--- src/rtl/if_fetch.sv ---
// rtl/if_fetch.sv - instruction-fetch stage with prefetch FIFO and redirect flush
//
// Purpose: holds the fetch PC and issues in-order word fetches on a
// req/gnt/rvalid instruction-memory port. Returned words are buffered in a
// DEPTH-entry prefetch FIFO and presented to decode as {pc, instr} with
// valid/ready. A redirect flushes the FIFO and drops responses still in flight.
//
// Ports:
//   clk, rst_n            clock, asynchronous active-low reset
//   imem_req_o/addr_o     fetch request and word-aligned address
//   imem_gnt_i            request accepted (only meaningful while req is high)
//   imem_rvalid_i/rdata_i/err_i  in-order response, error qualified by rvalid
//   redirect_i/pc_i       flush and restart fetch at redirect_pc_i (bits [1:0] ignored)
//   id_valid_o/ready_i    head-entry handshake to decode
//   id_pc_o/instr_o       head PC and instruction (NOP while not valid)
//   id_excp_ifetch_err_o  head entry returned a bus error
module if_fetch #(
  parameter int unsigned PC_WIDTH    = 32,
  parameter int unsigned INSTR_WIDTH = 32,
  parameter int unsigned DEPTH       = 2,
  parameter logic [PC_WIDTH-1:0] RESET_PC = 32'h8000_0000
) (
  input  logic                   clk,
  input  logic                   rst_n,
  output logic                   imem_req_o,
  output logic [PC_WIDTH-1:0]    imem_addr_o,
  input  logic                   imem_gnt_i,
  input  logic                   imem_rvalid_i,
  input  logic [INSTR_WIDTH-1:0] imem_rdata_i,
  input  logic                   imem_err_i,
  input  logic                   redirect_i,
  input  logic [PC_WIDTH-1:0]    redirect_pc_i,
  output logic                   id_valid_o,
  input  logic                   id_ready_i,
  output logic [PC_WIDTH-1:0]    id_pc_o,
  output logic [INSTR_WIDTH-1:0] id_instr_o,
  output logic                   id_excp_ifetch_err_o
);

  localparam int PW = (DEPTH > 1) ? $clog2(DEPTH) : 1;
  localparam int CW = $clog2(DEPTH + 1);
  localparam logic [INSTR_WIDTH-1:0] NOP_INSTR = INSTR_WIDTH'(32'h0000_0013);
  localparam logic [CW:0] DEPTH_LIM = (CW + 1)'(DEPTH);
  localparam logic [PW-1:0] LAST_IDX = PW'(DEPTH - 1);

  // Ring-buffer storage; entries are allocated at tail_ptr, filled in order at
  // fill_ptr and consumed at head_ptr.
  logic [PC_WIDTH-1:0]    pc_q    [DEPTH];
  logic [INSTR_WIDTH-1:0] instr_q [DEPTH];
  logic                   err_q   [DEPTH];
  logic                   filled_q[DEPTH];

  logic [PC_WIDTH-1:0] fetch_pc;
  logic [PW-1:0]       head_ptr, tail_ptr, fill_ptr;
  logic [CW-1:0]       occ_cnt;       // allocated entries
  logic [CW-1:0]       unfilled_cnt;  // allocated entries still waiting on rvalid
  logic [CW-1:0]       discard_cnt;   // in-flight responses to drop after a redirect

  logic          pop, alloc, fill, drop, credit_ok;
  logic [CW-1:0] occ_after_pop;

  function automatic logic [PW-1:0] ptr_inc(input logic [PW-1:0] p);
    if (p == LAST_IDX) return '0;
    return p + 1'b1;
  endfunction

  always_comb begin
    id_valid_o    = filled_q[head_ptr];
    pop           = id_valid_o && id_ready_i && !redirect_i;
    // A slot freed by this cycle's pop may be refilled by a grant in the same
    // cycle; this is what sustains one instruction per cycle with DEPTH=2.
    occ_after_pop = occ_cnt - CW'(pop);
    credit_ok     = ({1'b0, occ_after_pop} + {1'b0, discard_cnt}) < DEPTH_LIM;
    // Gated by rst_n so the port stays quiet while reset is asserted.
    imem_req_o    = rst_n && !redirect_i && credit_ok;
    imem_addr_o   = fetch_pc;
    alloc         = imem_req_o && imem_gnt_i;
    fill          = imem_rvalid_i && !redirect_i && (discard_cnt == '0) && (unfilled_cnt != '0);
    drop          = imem_rvalid_i && !redirect_i && (discard_cnt != '0);
  end

  always_comb begin
    id_pc_o              = pc_q[head_ptr];
    id_instr_o           = id_valid_o ? instr_q[head_ptr] : NOP_INSTR;
    id_excp_ifetch_err_o = id_valid_o && err_q[head_ptr];
  end

  always_ff @(posedge clk or negedge rst_n) begin
    if (!rst_n) begin
      fetch_pc     <= RESET_PC;
      head_ptr     <= '0;
      tail_ptr     <= '0;
      fill_ptr     <= '0;
      occ_cnt      <= '0;
      unfilled_cnt <= '0;
      discard_cnt  <= '0;
      for (int i = 0; i < int'(DEPTH); i++) filled_q[i] <= 1'b0;
    end else if (redirect_i) begin
      fetch_pc     <= {redirect_pc_i[PC_WIDTH-1:2], 2'b00};
      head_ptr     <= '0;
      tail_ptr     <= '0;
      fill_ptr     <= '0;
      occ_cnt      <= '0;
      unfilled_cnt <= '0;
      for (int i = 0; i < int'(DEPTH); i++) filled_q[i] <= 1'b0;
      // Every unfilled entry still owes a response; a response arriving in
      // this cycle settles one of those debts immediately. The guard keeps a
      // stray rvalid from wrapping the counter.
      discard_cnt  <= discard_cnt + unfilled_cnt
                      - CW'(imem_rvalid_i && ((discard_cnt != '0) || (unfilled_cnt != '0)));
    end else begin
      if (alloc) begin
        fetch_pc <= fetch_pc + PC_WIDTH'(4);
        tail_ptr <= ptr_inc(tail_ptr);
      end
      // Pop and fill never target the same slot: the head is filled, the
      // fill slot is not.
      if (pop) begin
        filled_q[head_ptr] <= 1'b0;
        head_ptr           <= ptr_inc(head_ptr);
      end
      if (fill) begin
        filled_q[fill_ptr] <= 1'b1;
        fill_ptr           <= ptr_inc(fill_ptr);
      end
      occ_cnt      <= occ_cnt + CW'(alloc) - CW'(pop);
      unfilled_cnt <= unfilled_cnt + CW'(alloc) - CW'(fill);
      if (drop) discard_cnt <= discard_cnt - 1'b1;
    end
  end

  // Payload storage needs no reset: it is only observed through filled_q.
  always_ff @(posedge clk) begin
    if (alloc) pc_q[tail_ptr] <= fetch_pc;
    if (fill) begin
      instr_q[fill_ptr] <= imem_rdata_i;
      err_q[fill_ptr]   <= imem_err_i;
    end
  end

endmodule
--- config.mk ---
export PLATFORM = sky130hd
export DESIGN_NAME = if_fetch
export DESIGN_NICKNAME = d
export VERILOG_FILES = /design/src/rtl/if_fetch.sv
export SDC_FILE = /design/constraint.sdc
export NUM_CORES = 1
export LEC_CHECK = 0
export ABC_CLOCK_PERIOD_IN_PS = 6900
export CORE_UTILIZATION = 50
export CTS_CLUSTER_DIAMETER = 50
export DETAILED_ROUTE_END_ITERATION = 16
export HOLD_SLACK_MARGIN = 0.12
export PLACE_DENSITY = 0.85
export SLEW_MARGIN = 25
export SYNTH_ARGS = -nofsm -noshare
export SYNTH_HDL_FRONTEND = slang
export SYNTH_SLANG_ARGS = --single-unit
--- constraint.sdc ---
create_clock -name clk -period 6.9 [get_ports clk]
set_input_delay 1.035 -clock clk [delete_from_list [all_inputs] [get_ports clk]]
set_output_delay 1.035 -clock clk [all_outputs]
set_load 0.03 [all_outputs]
==> results of run 1 <==
synthesized netlist by cell type, types with 2 or more instances:
cell type / instances
sky130_fd_sc_hd__buf_4: 4
sky130_fd_sc_hd__nor2b_1: 3
sky130_fd_sc_hd__xnor2_1: 23
sky130_fd_sc_hd__nor3_1: 5
sky130_fd_sc_hd__buf_1: 4
sky130_fd_sc_hd__and4_1: 6
sky130_fd_sc_hd__nand2_1: 43
sky130_fd_sc_hd__nor4_1: 4
sky130_fd_sc_hd__edfxtp_1: 126
sky130_fd_sc_hd__inv_1: 10
sky130_fd_sc_hd__ha_1: 9
sky130_fd_sc_hd__clkbuf_1: 16
sky130_fd_sc_hd__o21ai_0: 29
sky130_fd_sc_hd__nor2_1: 45
sky130_fd_sc_hd__a31o_2: 2
sky130_fd_sc_hd__o22a_1: 3
sky130_fd_sc_hd__and3_1: 8
sky130_fd_sc_hd__mux2i_1: 31
sky130_fd_sc_hd__nand4_1: 11
sky130_fd_sc_hd__mux2_2: 30
sky130_fd_sc_hd__or4_1: 2
sky130_fd_sc_hd__nand3_1: 8
sky130_fd_sc_hd__dfrtp_1: 40
sky130_fd_sc_hd__nand2b_1: 4
sky130_fd_sc_hd__and2_1: 3
sky130_fd_sc_hd__xor2_1: 17
metrics by stage:
step,hold slack [ns],util,instances,area (um^2)
floorplan,0.490,-,501,7060
global placement,0.505,0.641,826,8860
detailed placement,0.530,0.641,826,8860
CTS,0.544,0.684,858,9460
global route,0.554,0.684,858,9460
finish,0.543,0.684,858,9460
cells by family after synthesis:
| group | after synthesis |
|---|---|
| DFF | 167 |
| other | 1 |
| adders and majority gates | 10 |
| muxes | 61 |
| xor gates and xnor gates | 40 |
| buffers and inverters | 34 |
| and+or+nand+nor | 146 |
| AOI/OAI and AO/OA | 39 |
cells in the final DEF (no fill, tap or decap), types with 3 or more instances in the layout:
| cell type | instances |
|---|---|
| sky130_fd_sc_hd__o21ai_0 | 29 |
| sky130_fd_sc_hd__mux2_2 | 30 |
| sky130_fd_sc_hd__nor3_1 | 5 |
| sky130_fd_sc_hd__nand2b_1 | 4 |
| sky130_fd_sc_hd__nand2_1 | 43 |
| sky130_fd_sc_hd__o22a_1 | 3 |
| sky130_fd_sc_hd__conb_1 | 4 |
| sky130_fd_sc_hd__nor2b_1 | 3 |
| sky130_fd_sc_hd__clkbuf_16 | 17 |
| sky130_fd_sc_hd__buf_4 | 6 |
| sky130_fd_sc_hd__xor2_1 | 17 |
| sky130_fd_sc_hd__edfxtp_1 | 126 |
| sky130_fd_sc_hd__nand4_1 | 11 |
| sky130_fd_sc_hd__clkinvlp_4 | 3 |
| sky130_fd_sc_hd__inv_1 | 10 |
| sky130_fd_sc_hd__and3_1 | 8 |
| sky130_fd_sc_hd__nor4_1 | 3 |
| sky130_fd_sc_hd__dfrtp_1 | 39 |
| sky130_fd_sc_hd__nand3_1 | 8 |
| sky130_fd_sc_hd__mux2i_1 | 31 |
| sky130_fd_sc_hd__ha_1 | 9 |
| sky130_fd_sc_hd__clkdlybuf4s50_1 | 161 |
| sky130_fd_sc_hd__and2_1 | 3 |
| sky130_fd_sc_hd__clkinv_4 | 3 |
| sky130_fd_sc_hd__xnor2_1 | 23 |
| sky130_fd_sc_hd__and4_1 | 6 |
| sky130_fd_sc_hd__inv_6 | 5 |
| sky130_fd_sc_hd__nor2_1 | 44 |
state kept, by name (all words and copies together) (netlist names), 2 cells and up:
| name | count |
|---|---|
| discard_cnt | 2 |
| err_q | 2 |
| filled_q | 2 |
| imem_addr_o | 30 |
| instr_q | 64 |
| occ_cnt | 2 |
| pc_q | 60 |
| unfilled_cnt | 2 |
power by group:
group	total, mW	leakage [nW]	internal [mW]	switching, mW
clock	0.942	0.280	0.542	0.399
sequential	1.18	1.65	1.13	0.0460
combinational	0.326	1.38	0.149	0.177
final cells by class:
class | count | area share
Clock buffer | 18 | 0.0454
Clock inverter | 14 | 0.0173
Inverter | 10 | 0.00397
Multi-Input combinational cell | 300 | 0.224
Sequential cell | 167 | 0.509
Tap cell | 180 | 0.0238
Timing Repair Buffer | 169 | 0.176
per-layer routing:
metal / track usage / up-vias / part of all wire
met2: 0.373 / 145 / 0.53
met4: 0.0910 / 0 / 0.021
met3: 0.0448 / 22 / 0.045
met5: 0 / - / 0
met1: 0.263 / 2248 / 0.41
li1: - / 2142 / -
path summary, 6_finish.rpt:
check,startpoint,end,slack [ns],cells past startpoint
min reg2reg,filled_q[1],filled_q[1],0.54,1
max,head_ptr,imem_req_o,1.64,10
max reg2reg,head_ptr,pc_q[0][13],2.28,11
max in group asynchronous,rst_n,head_ptr,5.75,2
min in group asynchronous,rst_n,imem_addr_o[22],0.69,2
min,filled_q[1],filled_q[1],0.54,1
==> results_tabular.tex, run 1 <==
\begin{tabular}{lr}
\hline
Metric & Value \\
\hline
\multicolumn{2}{l}{\textbf{Clock tree}} \\
\quad Register clock-pin slew on the reported worst setup and hold paths & 0.06 ns \\
\quad Cell chosen for the clock root & sky130\_fd\_sc\_hd\_\_clkbuf\_16 \\
\quad Number of cells upsized or downsized after cts & 0 \\
\quad Clock Latency Late Sink & about 0.42 ns \\
\quad Maximum clock path buffer count & 2 \\
\quad Total clock buffers created by CTS & 17 \\
\quad Maximum level of the CTS H-tree & 4 \\
\quad Clock tree sinks & about 170 \\
\quad Hold buffer count at CTS & 0 \\
\quad Clock tree from TritonCTS & yes \\
\quad Buffers inserted during post-CTS setup optimization & 0 \\
\multicolumn{2}{l}{\textbf{STA}} \\
\quad Final setup vio count & 0 \\
\quad Shortest period the worst path allows & 5.26 ns \\
\quad Minimum setup slack in the final design & about 1.6 ns \\
\quad RSZ-0062 raised after global routing & false \\
\quad TNS Setup & 0 ns \\
\quad Share of the cycle needed by the critical path after routing & 0.762 \\
\quad Worst slew slack as a fraction of its limit & 0.333 \\
\quad Number of pins exceeding their max-slew limit in the final report & 0 \\
\quad Peak clock frequency supported by timing & roughly 0.19 GHz \\
\quad Max Clock Skew & 0.00881 ns \\
\quad Least-Margin Pin Slew & 1.00 ns \\
\quad Final count of hold timing violations & 0 \\
\multicolumn{2}{l}{\textbf{Place}} \\
\quad Setup Slack @ Placement & 2.07 ns \\
\quad Dpl hpwl & 9.94 mm \\
\quad Gp weighted congestion & about 0.8 \\
\quad Input/output buffers & 163 \\
\multicolumn{2}{l}{\textbf{Worst setup path}} \\
\quad Cell family with most CP delay & flip-flops \\
\quad List of cells traversed by the critical path & nand2\_1 -> and2\_1 -> inv\_1 -> nand2\_1 -> nor2\_1 -> ha\_1 -> nand2b\_1 -> fa\_1 -> and4\_1 -> clkdlybuf4s50\_1 \\
\quad Capturing element type of the critical path & output pin \\
\quad Worst EP arrival & between 4 and 5 ns \\
\quad Number of buffers and inverters on the critical path & 2 \\
\quad Worst Path Class, Setup & flop to output pin \\
\quad Most Frequent Cell on Critical Path & sky130\_fd\_sc\_hd\_\_nand2\_1 \\
\quad Nature of the critical path startpoint & flop \\
\quad Critical Path Max Stage Delay & 1.10 ns \\
\quad Required arrival time at the worst endpoint & 5.86 ns \\
\quad Crit-path slowest cell & sky130\_fd\_sc\_hd\_\_dfrtp\_4 \\
\quad Biggest fanout along the worst timing path & 65 \\
\multicolumn{2}{l}{\textbf{Hold path}} \\
\quad Worst min path class & flop to flop \\
\multicolumn{2}{l}{\textbf{Yosys}} \\
\quad Gate count of the mapped netlist & 498 \\
\quad Register area share after synthesis & 0.683 \\
\quad Main synth FF type & sky130\_fd\_sc\_hd\_\_edfxtp\_1 \\
\quad Parity-gate share of the synthesized area counting xor and xnor cells & 0.0497 \\
\quad Syn Std Cell Area & 0.00705 mm\^{}2 \\
\quad Cell type contributing the most total cell area after synthesis & sky130\_fd\_sc\_hd\_\_edfxtp\_1 \\
\quad Number of enable flip-flop cells after synthesis & 126 \\
\quad Top-area cell type share of the netlist area & 0.537 \\
\quad Distinct cell type count after synthesis & 38 \\
\quad Combinational family with the most area after synthesis & simple AND/OR/NAND/NOR gates \\
\quad Mean cell area of the mapped netlist & 14.2 um\^{}2 \\
\quad Adder-cell area share of the yosys netlist & 0.0188 \\
\quad FF+latch count, synth & 167 \\
\quad Portion of netlist area occupied by mux cells & 0.0920 \\
\quad Area fraction in compound gates after synthesis & 0.0314 \\
\quad Synthesis warning total & 0 \\
\quad Ranking of synthesized cells by area & sky130\_fd\_sc\_hd\_\_edfxtp\_1, sky130\_fd\_sc\_hd\_\_dfrtp\_1, sky130\_fd\_sc\_hd\_\_mux2\_2, sky130\_fd\_sc\_hd\_\_mux2i\_1, sky130\_fd\_sc\_hd\_\_xnor2\_1 \\
\quad Simple logic cell fraction of the synthesized area & 0.105 \\
\quad Async set-or-reset flop fraction in the synthesized netlist & 0.246 \\
\multicolumn{2}{l}{\textbf{Global routing}} \\
\quad Largest net degree at the start of global routing & 76 \\
\quad GR Overflow Total & 0 \\
\quad Number of antenna violations at the first check in global routing & 0 \\
\quad Number of global-route vias before repair & 4,551 \\
\quad Total global routing track utilization & 0.216 \\
\quad Wire length of the first global-routing pass & 23.5 mm \\
\multicolumn{2}{l}{\textbf{Finish}} \\
\quad Layout area overhead & 34.2\% \\
\quad Multi-input logic area & 0.00212 mm\^{}2 \\
\quad Number of diodes added for antenna fixing & 0 \\
\quad \# nets final & 746 \\
\quad Share of post-route cells with drive strength above 1 & 0.117 \\
\quad Register area & 0.00481 mm\^{}2 \\
\quad Filler cell count in the final layout & 918 \\
\multicolumn{2}{l}{\textbf{Die}} \\
\quad Horiz. Die Dim & between 100 and 150 um \\
\quad Number of cell rows & 43 \\
\quad Area of the die & around 0.015 mm\^{}2 \\
\quad Boundary Pins & 170 \\
\quad Chip Height & 121 um \\
\quad Placeable core region & between 0.01 and 0.015 mm\^{}2 \\
\quad Starting density of the core & 0.510 \\
\multicolumn{2}{l}{\textbf{Pwr}} \\
\quad Power per standard cell area & 259 mW/mm\^{}2 \\
\quad Static Leakage & roughly 3.3 nW \\
\quad Post-layout total power & 2.45 mW \\
\quad Worst-case vdd ir drop & 151 uV \\
\multicolumn{2}{l}{\textbf{Outcome}} \\
\quad Status & completed \\
\multicolumn{2}{l}{\textbf{Routing}} \\
\quad Post-route DRC violation count & 0 \\
\quad DRC violation total after the first TritonRoute iteration & 307 \\
\quad Post-detailed-route count of antenna-violating nets & 0 \\
\quad Total length of routed wires & 15.1 mm \\
\quad Detailed-routing iteration count for the pre-antenna-repair pass & 4 \\
\quad Avg Vias per Cell & 5.31 \\
\quad Total via count after detailed routing & 4,557 \\
\quad Average wire length per cell after detail routing & 17.6 um \\
\multicolumn{2}{l}{\textbf{Run}} \\
\quad Max Cap Violations & 0 \\
\hline
\end{tabular}
(Power assumes the default switching activity.)
==> run 2, diff against run 1 <==
Settings changed: ABC_CLOCK_PERIOD_IN_PS 6900 to 5400.
Clock period 6.9 ns to 5.4 ns, I/O delays scaled along.
==> results_tabular.tex, run 2 (synthesis results as in run 1) <==
\begin{tabular}{lr}
\hline
Metric & Value \\
\hline
\multicolumn{2}{l}{\textbf{Global routing}} \\
\quad Wire length of the first global-routing pass & 23.9 mm (was 23.5 mm) \\
\quad Number of antenna violations at the first check in global routing & 0 (unchanged) \\
\quad Largest net degree at the start of global routing & 76 (unchanged) \\
\quad Number of global-route vias before repair & 4,642 (was 4,551) \\
\quad Total global routing track utilization & 0.220 (was 0.216) \\
\quad GR Overflow Total & 0 (unchanged) \\
\multicolumn{2}{l}{\textbf{Routing}} \\
\quad DRC violation total after the first TritonRoute iteration & 315 (was 307) \\
\quad Total via count after detailed routing & 4,653 (was 4,557) \\
\quad Total length of routed wires & 15.5 mm (was 15.1 mm) \\
\quad Average wire length per cell after detail routing & 18.0 um (was 17.6 um) \\
\quad Detailed-routing iteration count for the pre-antenna-repair pass & 4 (unchanged) \\
\quad Post-detailed-route count of antenna-violating nets & 0 (unchanged) \\
\quad Post-route DRC violation count & 0 (unchanged) \\
\quad Avg Vias per Cell & 5.42 (was 5.31) \\
\multicolumn{2}{l}{\textbf{STA}} \\
\quad Number of pins exceeding their max-slew limit in the final report & 0 (unchanged) \\
\quad TNS Setup & 0 ns (unchanged) \\
\quad Final count of hold timing violations & 0 (unchanged) \\
\quad Worst slew slack as a fraction of its limit & 0.355 (was 0.333) \\
\quad Max Clock Skew & 0.0121 ns (was 0.00881 ns) \\
\quad RSZ-0062 raised after global routing & false (unchanged) \\
\quad Share of the cycle needed by the critical path after routing & 0.860 \\
\quad Peak clock frequency supported by timing & 0.215 GHz \\
\quad Least-Margin Pin Slew & 0.964 ns (was 1.00 ns) \\
\quad Shortest period the worst path allows & 4.64 ns \\
\quad Minimum setup slack in the final design & 0.758 ns (was 1.64 ns) \\
\quad Final setup vio count & 0 (unchanged) \\
\multicolumn{2}{l}{\textbf{Worst setup path}} \\
\quad Capturing element type of the critical path & output pin (unchanged) \\
\quad R2R depth & 11 (unchanged) \\
\quad Register-to-register setup slack & 1.19 ns (was 2.28 ns) \\
\quad Worst EP arrival & 3.83 ns (was 4.23 ns) \\
\quad Worst Path Class, Setup & flop to output pin (unchanged) \\
\quad Critical Path Max Stage Delay & 0.73 ns (was 1.10 ns) \\
\quad Nature of the critical path startpoint & flop (unchanged) \\
\quad Cell family with most CP delay & simple AND/OR/NAND/NOR gates (was flip-flops) \\
\quad Biggest fanout along the worst timing path & 31 (was 65) \\
\quad Number of buffers and inverters on the critical path & 2 (unchanged) \\
\quad List of cells traversed by the critical path & nand2b\_1 -> and2\_2 -> inv\_1 -> nand2\_1 -> nor2\_1 -> ha\_1 -> nand2b\_1 -> fa\_1 -> and4\_1 -> clkdlybuf4s50\_1 (was nand2\_1 -> and2\_1 -> inv\_1 -> nand2\_1 -> nor2\_1 -> ha\_1 -> nand2b\_1 -> fa\_1 -> and4\_1 -> clkdlybuf4s50\_1) \\
\quad Terminus of the critical flop-to-flop path & pc\_q[0][30] (was pc\_q[0][13]) \\
\quad Crit Reg-Reg Startpoint & head\_ptr (unchanged) \\
\quad Required arrival time at the worst endpoint & 4.59 ns (was 5.86 ns) \\
\quad Crit-path slowest cell & sky130\_fd\_sc\_hd\_\_clkdlybuf4s50\_1 (was sky130\_fd\_sc\_hd\_\_dfrtp\_4) \\
\quad Most Frequent Cell on Critical Path & sky130\_fd\_sc\_hd\_\_nand2b\_1 (was sky130\_fd\_sc\_hd\_\_nand2\_1) \\
\multicolumn{2}{l}{\textbf{Die}} \\
\quad Placeable core region & 0.0138 mm\^{}2 (unchanged) \\
\quad Chip Height & 121 um (unchanged) \\
\quad Area of the die & 0.0146 mm\^{}2 (unchanged) \\
\quad Horiz. Die Dim & 121 um (unchanged) \\
\quad Starting density of the core & 0.510 (unchanged) \\
\quad Number of cell rows & 43 (unchanged) \\
\quad Boundary Pins & 170 (unchanged) \\
\multicolumn{2}{l}{\textbf{Place}} \\
\quad Dpl hpwl & 10.3 mm (was 9.94 mm) \\
\quad Setup Slack @ Placement & 1.06 ns (was 2.07 ns) \\
\quad Gp weighted congestion & 0.825 (was 0.812) \\
\quad Input/output buffers & 163 (unchanged) \\
\quad Dpl cells & 827 (was 826) \\
\quad Instance area after placement & 0.00887 mm\^{}2 (was 0.00886 mm\^{}2) \\
\multicolumn{2}{l}{\textbf{Clock tree}} \\
\quad Cell chosen for the clock root & sky130\_fd\_sc\_hd\_\_clkbuf\_16 (unchanged) \\
\quad Total clock buffers created by CTS & 17 (unchanged) \\
\quad Hold buffer count at CTS & 0 (unchanged) \\
\quad Maximum level of the CTS H-tree & 4 (unchanged) \\
\quad Buffers inserted during post-CTS setup optimization & 0 (unchanged) \\
\quad Number of cells upsized or downsized after cts & 0 (unchanged) \\
\quad Clock tree from TritonCTS & yes (unchanged) \\
\quad Clock tree sinks & 167 (unchanged) \\
\quad Register clock-pin slew on the reported worst setup and hold paths & 0.06 ns (about the same) \\
\quad Maximum clock path buffer count & 2 (unchanged) \\
\quad Clock Latency Late Sink & 0.42 ns (about the same) \\
\multicolumn{2}{l}{\textbf{Finish}} \\
\quad Layout area overhead & 34.6\% (was 34.2\%) \\
\quad Max FFs per register & 64 (unchanged) \\
\quad Number of diodes added for antenna fixing & 0 (unchanged) \\
\quad \# nets final & 747 (was 746) \\
\quad Share of post-route cells with drive strength above 1 & 0.119 (was 0.117) \\
\quad Final cell utilization of the core & 0.686 (was 0.684) \\
\quad Final non-filler cell area & 0.00949 mm\^{}2 (was 0.00946 mm\^{}2) \\
\quad Count of non-filler cells in the finished layout & 859 (was 858) \\
\quad Commonest cells after routing, fill and taps aside & sky130\_fd\_sc\_hd\_\_clkdlybuf4s50\_1, sky130\_fd\_sc\_hd\_\_edfxtp\_1, sky130\_fd\_sc\_hd\_\_nor2\_1 (unchanged) \\
\quad Register with the highest flop count & instr\_q (unchanged) \\
\quad Most common cell after layout, fill and taps aside & sky130\_fd\_sc\_hd\_\_clkdlybuf4s50\_1 (unchanged) \\
\multicolumn{2}{l}{\textbf{Pwr}} \\
\quad Worst-case vdd ir drop & 200 uV (was 151 uV) \\
\quad Static Leakage & 3.33 nW (was 3.30 nW) \\
\quad Power per standard cell area & 335 mW/mm\^{}2 (was 259 mW/mm\^{}2) \\
\multicolumn{2}{l}{\textbf{Hold path}} \\
\quad Worst min path class & input port to async pin (was flop to flop) \\
\multicolumn{2}{l}{\textbf{Run}} \\
\quad Max Cap Violations & 0 (unchanged) \\
\multicolumn{2}{l}{\textbf{Outcome}} \\
\quad Status & completed (unchanged) \\
\hline
\end{tabular}
## run 2: cell types whose count changed in the layout (fill, tap and decap cells not counted)
cell,previous run,this run
sky130_fd_sc_hd__bufinv_16,2,3
sky130_fd_sc_hd__inv_6,5,6
sky130_fd_sc_hd__buf_4,6,7
sky130_fd_sc_hd__inv_8,1,0
sky130_fd_sc_hd__and2_2,0,1
sky130_fd_sc_hd__clkinvlp_4,3,1
sky130_fd_sc_hd__clkinv_4,3,4
sky130_fd_sc_hd__and2_1,3,2
## run 2: cell type report
type | instances | area [um^2]
sequential | 167 | 4810
fill | 897 | 4340
multi-input combinational | 300 | 2120
timing repair buffer | 170 | 1670
clock buffer | 18 | 429
tap | 180 | 225
clock inverter | 14 | 185
inverter | 10 | 37.5
## run 2: how the worst max path moves through the flow
stage / from / endpoint / slack (ns) / depth (start not counted)
2_1_floorplan: redirect_i / err_q[0] / 0.57 / 2
3_3_place_gp: head_ptr / imem_req_o / 0.85 / 10
3_5_place_dp: id_ready_i / pc_q[0][26] / 1.06 / 9
4_1_cts: head_ptr / imem_req_o / 0.74 / 10
5_1_grt: head_ptr / imem_req_o / 0.57 / 10
6_report: head_ptr / imem_req_o / 0.76 / 10
## run 2: power breakdown
part / internal, mW / total, mW / switching (mW)
registers: 1.45 / 1.51 / 0.0577
logic: 0.190 / 0.423 / 0.233
clock network: 0.740 / 1.25 / 0.506
## run 2: per-stage QoR
stage	hold slack, ns	total power [mW]
5_1_grt	0.270	3.28
3_3_place_gp	0.505	1.93
4_1_cts	0.256	3.19
3_5_place_dp	0.517	1.95
6_report	0.265	3.17
2_1_floorplan	0.490	1.76
## run 2: per-layer routing
metal | wire (um) | GRT usage | vias to the layer above
met5 | 0 | 0 | -
met1 | 6240 | 0.272 | 2338
li1 | - | - | 2145
met3 | 669 | 0.0462 | 21
met2 | 8290 | 0.377 | 149
met4 | 289 | 0.0895 | 0
